===== src/rtl/apb_txn_arbiter_pkg.sv =====
// -----------------------------------------------------------------------------
// apb_txn_arbiter_pkg
// Shared definitions for the APB transaction arbiter: slave address windows,
// the transfer state machine encoding, the slave-select encoding and the
// address decoder used to route a granted request to GPIO or SPI.
// -----------------------------------------------------------------------------
package apb_txn_arbiter_pkg;

  // Inclusive address windows of the two APB slaves.
  localparam logic [63:0] GPIO_LOW  = 64'h0000_0000;
  localparam logic [63:0] GPIO_HIGH = 64'h0000_0020;
  localparam logic [63:0] SPI_LOW   = 64'h0000_0100;
  localparam logic [63:0] SPI_HIGH  = 64'h0000_011C;

  typedef enum logic [1:0] {
    IDLE,
    SETUP,
    ACCESS,
    RESP
  } state_e;

  typedef enum logic [1:0] {
    SLV_NONE,
    SLV_GPIO,
    SLV_SPI
  } slave_e;

  function automatic logic in_range(input logic [63:0] addr,
                                    input logic [63:0] lo,
                                    input logic [63:0] hi);
    return (addr >= lo) && (addr <= hi);
  endfunction

  // Addresses are zero-extended to 64 bits by the caller so the decoder
  // works for any ADDR_W up to 64; upper address bits must be zero to hit.
  function automatic slave_e decode_addr(input logic [63:0] addr);
    if (in_range(addr, GPIO_LOW, GPIO_HIGH)) return SLV_GPIO;
    if (in_range(addr, SPI_LOW, SPI_HIGH))   return SLV_SPI;
    return SLV_NONE;
  endfunction

endpackage


===== src/rtl/apb_txn_arbiter_rr.sv =====
// -----------------------------------------------------------------------------
// rr_arbiter
// Combinational round-robin pick. Searches from (last_i + 1) mod NUM_REQ
// upward and returns the first active request.
//   req_i        : active requests
//   last_i       : index of the most recently served requester
//   grant_vec_o  : one-hot winner (all zero when no request)
//   index_o      : binary index of the winner
//   valid_o      : at least one request is active
// -----------------------------------------------------------------------------
module rr_arbiter #(
  parameter int NUM_REQ = 3,
  parameter int IDX_W   = (NUM_REQ > 1) ? $clog2(NUM_REQ) : 1
) (
  input  logic [NUM_REQ-1:0] req_i,
  input  logic [IDX_W-1:0]   last_i,
  output logic [NUM_REQ-1:0] grant_vec_o,
  output logic [IDX_W-1:0]   index_o,
  output logic               valid_o
);

  logic [IDX_W-1:0] cand;

  // NOTE: every output of a combinational block gets a default before any
  // conditional assignment, otherwise synthesis infers a latch.
  always_comb begin
    grant_vec_o = '0;
    index_o     = '0;
    valid_o     = 1'b0;
    cand        = '0;
    // Offset 1 first so the requester just served is tried last.
    for (int off = 1; off <= NUM_REQ; off++) begin
      cand = IDX_W'((int'(last_i) + off) % NUM_REQ);
      if (!valid_o && req_i[cand]) begin
        valid_o           = 1'b1;
        index_o           = cand;
        grant_vec_o[cand] = 1'b1;
      end
    end
  end

endmodule


===== src/rtl/apb_txn_arbiter.sv =====
// -----------------------------------------------------------------------------
// apb_txn_arbiter
// Shares one APB master port between NUM_REQ requesters. A round-robin pick
// grants one request per transfer, the latched address is routed to the GPIO
// or SPI slave, and a SETUP/ACCESS sequence is run with a bounded wait. The
// result returns to the granted requester with a one-cycle done pulse.
//   apb_clk, rst_n          : clock, asynchronous reset (active HIGH)
//   req/req_addr/req_write/
//   req_wdata/req_prot      : packed per-requester transfer requests
//   grant, done             : one-hot pulses to the requesters
//   rsp_rdata, rsp_err      : response, valid while done is high
//   paddr..penable, psel_*  : APB master side
//   prdata_*, pready,
//   pslverr                 : APB slave responses
// -----------------------------------------------------------------------------
module apb_txn_arbiter
  import apb_txn_arbiter_pkg::*;
#(
  parameter int NUM_REQ = 3,
  parameter int ADDR_W  = 32,
  parameter int DATA_W  = 32,
  parameter int TIMEOUT = 16
) (
  input  logic                      apb_clk,
  input  logic                      rst_n,
  input  logic [NUM_REQ-1:0]        req,
  input  logic [NUM_REQ*ADDR_W-1:0] req_addr,
  input  logic [NUM_REQ-1:0]        req_write,
  input  logic [NUM_REQ*DATA_W-1:0] req_wdata,
  input  logic [NUM_REQ*3-1:0]      req_prot,
  output logic [NUM_REQ-1:0]        grant,
  output logic [NUM_REQ-1:0]        done,
  output logic [DATA_W-1:0]         rsp_rdata,
  output logic                      rsp_err,
  output logic [ADDR_W-1:0]         paddr,
  output logic                      pwrite,
  output logic [DATA_W-1:0]         pwdata,
  output logic [2:0]                pprot,
  output logic [3:0]                pstrb,
  output logic                      penable,
  output logic                      psel_gpio,
  output logic                      psel_spi,
  input  logic [DATA_W-1:0]         prdata_gpio,
  input  logic [DATA_W-1:0]         prdata_spi,
  input  logic                      pready,
  input  logic                      pslverr
);

  localparam int IDX_W = (NUM_REQ > 1) ? $clog2(NUM_REQ) : 1;
  localparam int CNT_W = $clog2(TIMEOUT);
  localparam logic [CNT_W-1:0] CNT_LAST = CNT_W'(TIMEOUT - 1);
  localparam logic [CNT_W-1:0] CNT_MAX  = '1;
  localparam logic [IDX_W-1:0] LAST_RST = IDX_W'(NUM_REQ - 1);

  state_e             state_q, state_d;
  slave_e             slv_q, slv_d;
  logic [IDX_W-1:0]   g_q, g_d;
  logic [IDX_W-1:0]   last_q, last_d;
  logic [CNT_W-1:0]   cnt_q, cnt_d;
  logic [ADDR_W-1:0]  paddr_q, paddr_d;
  logic               pwrite_q, pwrite_d;
  logic [DATA_W-1:0]  pwdata_q, pwdata_d;
  logic [2:0]         pprot_q, pprot_d;
  logic [DATA_W-1:0]  rdata_q, rdata_d;
  logic               err_q, err_d;

  logic [NUM_REQ-1:0] arb_grant;
  logic [IDX_W-1:0]   arb_idx;
  logic               arb_valid;
  logic [ADDR_W-1:0]  sel_addr;
  slave_e             sel_slv;

  rr_arbiter #(
    .NUM_REQ (NUM_REQ),
    .IDX_W   (IDX_W)
  ) u_rr (
    .req_i       (req),
    .last_i      (last_q),
    .grant_vec_o (arb_grant),
    .index_o     (arb_idx),
    .valid_o     (arb_valid)
  );

  assign sel_addr = req_addr[int'(arb_idx)*ADDR_W +: ADDR_W];
  // Decoding the incoming address is equivalent to decoding the latched copy
  // and lets a miss reach RESP one cycle after the grant.
  assign sel_slv  = decode_addr(64'(sel_addr));

  always_comb begin
    state_d  = state_q;
    slv_d    = slv_q;
    g_d      = g_q;
    last_d   = last_q;
    cnt_d    = cnt_q;
    paddr_d  = paddr_q;
    pwrite_d = pwrite_q;
    pwdata_d = pwdata_q;
    pprot_d  = pprot_q;
    rdata_d  = rdata_q;
    err_d    = err_q;

    unique case (state_q)
      IDLE: begin
        if (arb_valid) begin
          g_d      = arb_idx;
          slv_d    = sel_slv;
          paddr_d  = sel_addr;
          pwrite_d = req_write[arb_idx];
          pwdata_d = req_wdata[int'(arb_idx)*DATA_W +: DATA_W];
          pprot_d  = req_prot[int'(arb_idx)*3 +: 3];
          cnt_d    = '0;
          if (sel_slv == SLV_NONE) begin
            rdata_d = '0;
            err_d   = 1'b1;
            state_d = RESP;
          end else begin
            state_d = SETUP;
          end
        end
      end

      SETUP: state_d = ACCESS;

      ACCESS: begin
        if (pready) begin
          rdata_d = pwrite_q ? '0 : ((slv_q == SLV_SPI) ? prdata_spi : prdata_gpio);
          err_d   = pslverr;
          state_d = RESP;
        end else if (cnt_q == CNT_LAST) begin
          rdata_d = '0;
          err_d   = 1'b1;
          state_d = RESP;
        end else if (cnt_q != CNT_MAX) begin
          cnt_d = cnt_q + 1'b1;
        end
      end

      RESP: begin
        last_d  = g_q;
        cnt_d   = '0;
        state_d = IDLE;
      end

      default: state_d = IDLE;
    endcase
  end

  // rst_n is active HIGH on this block despite its name.
  // NOTE: state registers use non-blocking assignments so every flop samples
  // the pre-edge value of every other flop, independent of statement order.
  always_ff @(posedge apb_clk or posedge rst_n) begin
    if (rst_n) begin
      state_q  <= IDLE;
      slv_q    <= SLV_NONE;
      g_q      <= '0;
      last_q   <= LAST_RST;
      cnt_q    <= '0;
      paddr_q  <= '0;
      pwrite_q <= 1'b0;
      pwdata_q <= '0;
      pprot_q  <= '0;
      rdata_q  <= '0;
      err_q    <= 1'b0;
    end else begin
      state_q  <= state_d;
      slv_q    <= slv_d;
      g_q      <= g_d;
      last_q   <= last_d;
      cnt_q    <= cnt_d;
      paddr_q  <= paddr_d;
      pwrite_q <= pwrite_d;
      pwdata_q <= pwdata_d;
      pprot_q  <= pprot_d;
      rdata_q  <= rdata_d;
      err_q    <= err_d;
    end
  end

  // Grant is combinational from the arbiter, so it is masked while reset is
  // held to keep every output quiet during reset.
  assign grant     = (state_q == IDLE && !rst_n) ? arb_grant : '0;
  assign done      = (state_q == RESP) ? (NUM_REQ'(1) << g_q) : '0;
  assign rsp_rdata = rdata_q;
  assign rsp_err   = err_q;

  assign paddr     = paddr_q;
  assign pwrite    = pwrite_q;
  assign pwdata    = pwdata_q;
  assign pprot     = pprot_q;
  assign pstrb     = 4'hF;
  assign penable   = (state_q == ACCESS);
  assign psel_gpio = (state_q == SETUP || state_q == ACCESS) && (slv_q == SLV_GPIO);
  assign psel_spi  = (state_q == SETUP || state_q == ACCESS) && (slv_q == SLV_SPI);

endmodule


===== config.mk =====
export PLATFORM = sky130hd
export DESIGN_NAME = apb_txn_arbiter
export DESIGN_NICKNAME = d
export VERILOG_FILES = /design/src/rtl/apb_txn_arbiter_pkg.sv /design/src/rtl/apb_txn_arbiter_rr.sv /design/src/rtl/apb_txn_arbiter.sv
export SDC_FILE = /design/constraint.sdc
export NUM_CORES = 1
export LEC_CHECK = 0
export ABC_AREA = 1
export BUFFER_PORTS_ARGS = -buffer_cell sky130_fd_sc_hd__buf_2
export CAP_MARGIN = 15
export CELL_PAD_IN_SITES_DETAIL_PLACEMENT = 1
export CELL_PAD_IN_SITES_GLOBAL_PLACEMENT = 2
export CORE_UTILIZATION = 20
export CTS_CLUSTER_SIZE = 12
export DETAILED_ROUTE_END_ITERATION = 10
export PLACE_DENSITY = 0.79
export SLEW_MARGIN = 0
export SYNTH_ARGS = -nofsm -noshare
export SYNTH_HDL_FRONTEND = slang
export SYNTH_SLANG_ARGS = --single-unit
export TNS_END_PERCENT = 50

===== constraint.sdc =====
create_clock -name apb_clk -period 3 [get_ports apb_clk]
set_input_delay 0.15 -clock apb_clk [delete_from_list [all_inputs] [get_ports apb_clk]]
set_output_delay 0.15 -clock apb_clk [all_outputs]
set_load 0.02 [all_outputs]

======== Yosys cells after proc, flatten, opt, wreduce, memory -nomap -nowiden ========
Index checks and enable logic that the tools add are counted.
word-level totals
  flip-flop bits (word level) ............. 113
  input bits .............................. 275
  logic and storage cells ................. 123
cells by class
  add/subtract/negate cells ............... 4
  $mul .................................... 1
  divide/modulo/power cells ............... 3
  order comparisons ....................... 10
  equal/unequal tests ..................... 13
  shifts and indexed selects .............. 4
  mux-type cells .......................... 54
  bitwise gates (word level) .............. 2
  reductions and logical operators ........ 21
operators with widths
  operator                 number
  $mux W32                 6
  $shiftx A96 B8 Y32       2
  $mod A32 B3 Y32 const B  3
  $pmux W32 S2             1
  $ge A32 B9 Y1 const B    1
  $le A32 B6 Y1 const B    1
  $le A32 B9 Y1 const B    1
  $mux W2                  11
  $mux W1                  17
  $mux W4                  4
  $mux W3                  5
  $lt A2 B3 Y1 const B     4
  $pmux W4 S3              1
  $logic_and A1 B1 Y1      9
  $shiftx A9 B5 Y3         1
  $bmux W1 S2              4
  $ne A2 B2 Y1 const B     4
  $pmux W2 S4              1
  $add A2 B2 Y3 const B    2
  $demux W1 S2             3
  $eq A2 B2 Y1 const B     3
  $ge A2 B1 Y1 const B     3
  $or A3 B3 Y3             2
  $reduce_and A5 Y1        1
  17 further kinds         22

======== Depth between registers and ports, before layout ========
  depth after elaboration ................. 22
  mapped depth ............................ 28

======== Hierarchy ========
A second synthesis with hierarchy kept.
second synthesis, totals
  cells, all modules ...................... 1,078
  area total of the unflattened synthesis .. 7,074.3 µm²
by module, submodules not included
  module           instances  cells an instance  area each (µm²)  sequential area each (µm²)
  apb_txn_arbiter  1          1,014              6,745.2          2,829.0
  rr_arbiter       1          64                 329.1            0.0

======== Worst setup path after synthesis ========
Ideal clock, no wire load.
  kind .................................... input-to-output
  start ................................... input port rst_n
  end ..................................... output port grant[2]
  arrival time ............................ 3.282 ns
  required time ........................... 2.850 ns
  setup slack ............................. -0.432 ns
  cell stages on the path ................. 3
  buffers on the path ..................... 0
  cells stage by stage .................... inv_1 > nand2_1 > a21oi_1
between the ends
  cells in the longest elaborated chain, start to end .. 3
RTL lines
  what                 RTL line                text
  start: declaration   apb_txn_arbiter.sv:25   input logic rst_n,
  $logic_not A1 Y1     apb_txn_arbiter.sv:181  assign grant = (state_q == IDLE && !rst_n) ? arb_grant : '0;
  $logic_and A1 B1 Y1  apb_txn_arbiter.sv:181
  $mux W3              apb_txn_arbiter.sv:181
  end: declaration     apb_txn_arbiter.sv:31   output logic [NUM_REQ-1:0] grant,
Every way passes these cells.

======== Worst setup path after layout ========
  start ................................... register last_q[1]
  end ..................................... register rdata_q[25] (netlist: rsp_rdata[25])
between the ends
  cells in the longest elaborated chain, start to end .. 21
  elaborated cells between the ends (all ways) .. 37
  those cells by class .................... add/sub (3); div (3); order compare (3); eq/ne (2); shift (1); mux (18); reduce/logical (7)
RTL lines
  what                                            RTL line                   text
  start: declaration                              apb_txn_arbiter.sv:58      logic [IDX_W-1:0] last_q, last_d;
  start signal: assignment                        apb_txn_arbiter.sv:168     last_q <= last_d;
  $add A2 B1 Y3                                   apb_txn_arbiter_rr.sv:33   cand = IDX_W'((int'(last_i) + off) % NUM_REQ);
  $mod A32 B3 Y32                                 apb_txn_arbiter_rr.sv:33
  $bmux W1 S2                                     apb_txn_arbiter_rr.sv:34   if (!valid_o && req_i[cand]) begin
  $mux W1 (not written as such)                   apb_txn_arbiter_rr.sv:34
  $mux W1                                         apb_txn_arbiter_rr.sv:34
  $logic_not A1 Y1                                apb_txn_arbiter_rr.sv:34
  $logic_and A1 B1 Y1                             apb_txn_arbiter_rr.sv:34
  $mux W1                                         apb_txn_arbiter_rr.sv:34
  [4 not listed]                                  --
  $ge A32 B9 Y1 or $le A32 B9 Y1 (tied branches)  apb_txn_arbiter_pkg.sv:31  return (addr >= lo) && (addr <= hi);
  $logic_and A1 B1 Y1                             apb_txn_arbiter_pkg.sv:31
  $mux W1 (2 in series)                           apb_txn_arbiter_pkg.sv:38  if (in_range(addr, SPI_LOW, SPI_HIGH)) return SLV_SPI;
  $mux W2                                         apb_txn_arbiter_pkg.sv:39  return SLV_NONE;
  $mux W2                                         apb_txn_arbiter_pkg.sv:38
  $logic_not A2 Y1                                apb_txn_arbiter.sv:112     if (sel_slv == SLV_NONE) begin
  $ne A2 B2 Y1 (no source line)                   --
  $reduce_and A4 Y1 (no source line) *            --
  end signal: assignment                          apb_txn_arbiter.sv:174     rdata_q <= rdata_d;
  end: declaration                                apb_txn_arbiter.sv:64      logic [DATA_W-1:0] rdata_q, rdata_d;
Mark *: on every way between the ends. The rest lies on a longest branch, timed or not. The select of a mux whose other input is x is not followed.
A chain may end at the register's enable or synchronous reset.

==> flow_summary.json <==
{
  "clock-sinks": 113,
  "synthTopCellsByCount": "nand2_1, nor2_1, dfrtp_1",
  "initial_core_util_pct": 20.6,
  "synth-main-ff-cell": "dfrtp_1",
  "final_cell_area_um2": 12100,
  "hold_depth": 3,
  "grt_first_pass_wirelength_um": 51500,
  "syn-instance-count": 1043,
  "stdcell_count": 1993,
  "critPathRequiredTime_ps": 3360,
  "io_buffers": 384,
  "start_kind": "register",
  "critical_path.max_stage_delay_ps": 580,
  "overflow": 0,
  "fin_crit_sh_pct": 112,
  "grt_pass1_vias": 9400,
  "ys_types": 32,
  "yosysSeqAreaShare_pct": 40.6,
  "drive_above_1_share_pct": 48.4,
  "final_antenna_net_count": 0,
  "min_path_type": "in2reg",
  "yosysMostFrequentCell": "nand2_1",
  "row_count": 67,
  "ir_drop_v": 0.000714,
  "violations": "negative setup slack",
  "register_area_um2": 2830,
  "synth_top_area_share_pct": 40.3,
  "ios": 389,
  "area_growth_pct": 73.2,
  "clk_pin_slew_worst_paths_ps": 60,
  "die-area_um2": 35600,
  "finalCoreUtilization_pct": 35.6,
  "reg2regPathDepth": 26,
  "die_w_um": 189,
  "cts_buffers": 17,
  "synth.area.top_cells": "dfrtp_1, nand2_1, a21oi_1, nand3_1, nor2_1",
  "drc_errors": 0,
  "fin_ws_ps": -361,
  "skew_ps": 11.8,
  "powerDensity_nw_per_um2": 1530,
  "ys_warn_count": 0,
  "cts_tree": "done",
  "grt_max_degree": 114,
  "worst_pin_slew_ps": 893,
  "cp-end-kind": "register",
  "max_slew_margin_pct": 40.4,
  "worstPathArrival_ps": 3720,
  "rsz0062_at_grt": "yes",
  "yosysTopAreaCell": "dfrtp_1",
  "antenna_found_initial": 6,
  "vias": 8962,
  "drv_cap": 0,
  "nets": 1811,
  "ctsLongestPathBuffers": 2,
  "crit_top_cell": "nand2_8",
  "track_usage_pct": 18.5,
  "final_max_slew_viol_count": 0,
  "worst-setup-path-type": "reg2reg",
  "r2r_slack_ps": -360,
  "via_per_inst": 4.50,
  "place_congestion": 0.831,
  "numPlacedInstances": 1901,
  "critPathSlowestCell": "dfstp_2",
  "hold_violations": 0,
  "synth-seq-cells": 113,
  "clk-insertion-delay-late_ps": 430,
  "root_buffer": "clkbuf_16",
  "drtPass1Iterations": 4,
  "placed_cell_area_um2": 10100,
  "dpl.hpwl_um": 24000,
  "max_freq_ghz": 0.298,
  "synth.avg_cell_area_um2": 6.67,
  "timing.final.crit_period_ps": 3360,
  "drt_first_iter_violations": 264,
  "p_leak_nw": 6.27,
  "coreArea_um2": 33900,
  "fin_setup_tns_ps": -11470,
  "wl_um": 33600,
  "die_y_um": 189,
  "multiInputGateArea_um2": 4480,
  "crit_fanout": 7,
  "status": "finished, violations left",
  "cts.htree.levels": 4,
  "syn_area_um2": 6960,
  "fill_cells": 4300,
  "async_flop_share_pct": 100,
  "setup_viol": 35,
  "wl_per_cell_um": 16.8,
  "synth_enable_flop_cells": 0
}
-- path summary, 6_finish.rpt --
path / startpoint / endpoint
setup / recovery: last_q[1] / rsp_rdata[25]
hold / removal: req_wdata[60] / pwdata[28]
setup reg to reg: last_q[1] / rsp_rdata[25]
hold reg to reg: rsp_rdata[7] / rsp_rdata[7]
max in group asynchronous: rst_n / pwdata[6]
min in group asynchronous: rst_n / rsp_rdata[22]
-- routing by layer --
metal / GRT usage [%] / wire length [µm] / vias to the layer above
met3: 4.06 / 1630 / 47
met2: 31.3 / 16800 / 288
li1: - / - / 4360
met5: 0 / 0 / -
met1: 22.7 / 14300 / 4267
met4: 7.38 / 817 / 0
-- worst max-delay path: cells and delay by family (launching register included) --
kind                       cells  cell delay, ps
and+or+nand+nor               20            1850
buffers and inverters          5             600
DFF                            1             580
adders and majority gates      1             250
-- area by class of cell --
| class | count | area share [%] |
|---|---|---|
| tap | 448 | 4.65 |
| multi-input combinational | 817 | 37.1 |
| sequential | 113 | 23.5 |
| clock inverter | 11 | 0.965 |
| antenna | 8 | 0.166 |
| timing repair buffer | 528 | 28.2 |
| timing repair inverter | 1 | 0.0726 |
| clock buffer | 19 | 3.67 |
| inverter | 48 | 1.71 |
-- timing repair --
item | 4_1_cts | 5_1_grt
hold buffers | 3 | 0
gates resized for setup | 117 | 141
pin swaps | 31 | 62
buffers inserted | 38 | 13
gates cloned | 5 | 3
endpoints found under the setup margin | 37 | 37
hold endpoints to repair | 114 | 0
-- where the power goes --
part | internal (mW) | switching (mW) | leakage, nW
registers | 2.17 | 0.372 | 1.40
clock network | 1.23 | 0.790 | 0.270
logic | 6.02 | 7.91 | 4.61
total | 9.42 | 9.07 | 6.27
-- logic make-up after synthesis --
kind of cell	synth area share, %
xor gates and xnor gates	0.252
DFF	40.6
adders and majority gates	1.80
other	0.0539
AOI/OAI and AO/OA	14.7
buffers and inverters	7.17
and+or+nand+nor	35.4
-- state kept, by name, indices dropped and copies added, names as in the netlist --
| signal | flops |
|---|---|
| paddr | 32 |
| pwdata | 32 |
| rsp_rdata | 32 |
| cnt_q | 4 |
| pprot | 3 |
| g_q | 2 |
| last_q | 2 |
| slv_q | 2 |
| state_q | 2 |
| pwrite | 1 |
| rsp_err | 1 |
-- cells in the final DEF (no fill, tap or decap), types with 3 or more instances in the layout --
cell / count
a21oi_1: 108
a31oi_1: 6
buf_12: 17
buf_2: 384
buf_4: 96
buf_6: 21
buf_8: 3
clkbuf_16: 20
clkinv_2: 5
clkinvlp_4: 4
conb_1: 4
dfrtp_1: 112
diode_2: 8
dlygate4sd3_1: 3
ha_1: 7
inv_1: 31
inv_2: 11
inv_4: 4
nand2_1: 243
nand2_2: 62
nand2_4: 26
nand2_8: 6
nand3_1: 58
nand3_2: 44
nand3_4: 8
nor2_1: 134
nor2_2: 6
nor2_4: 3
o21ai_0: 71
o21ai_1: 7
o21ai_2: 5
or2_2: 3
-- through the flow --
step | setup WS (ps) | total power [mW] | hold slack [ps]
after floorplan | -1.91 | 8.40 | 326
after global placement | -496 | 12.9 | 433
after detailed placement | -629 | 13.0 | 428
after CTS | -429 | 17.3 | 0.469
after global routing | -529 | 20.0 | 0.725
final | -361 | 18.5 | 25.8
No activity file was read; power rests on OpenSTA's default activity.
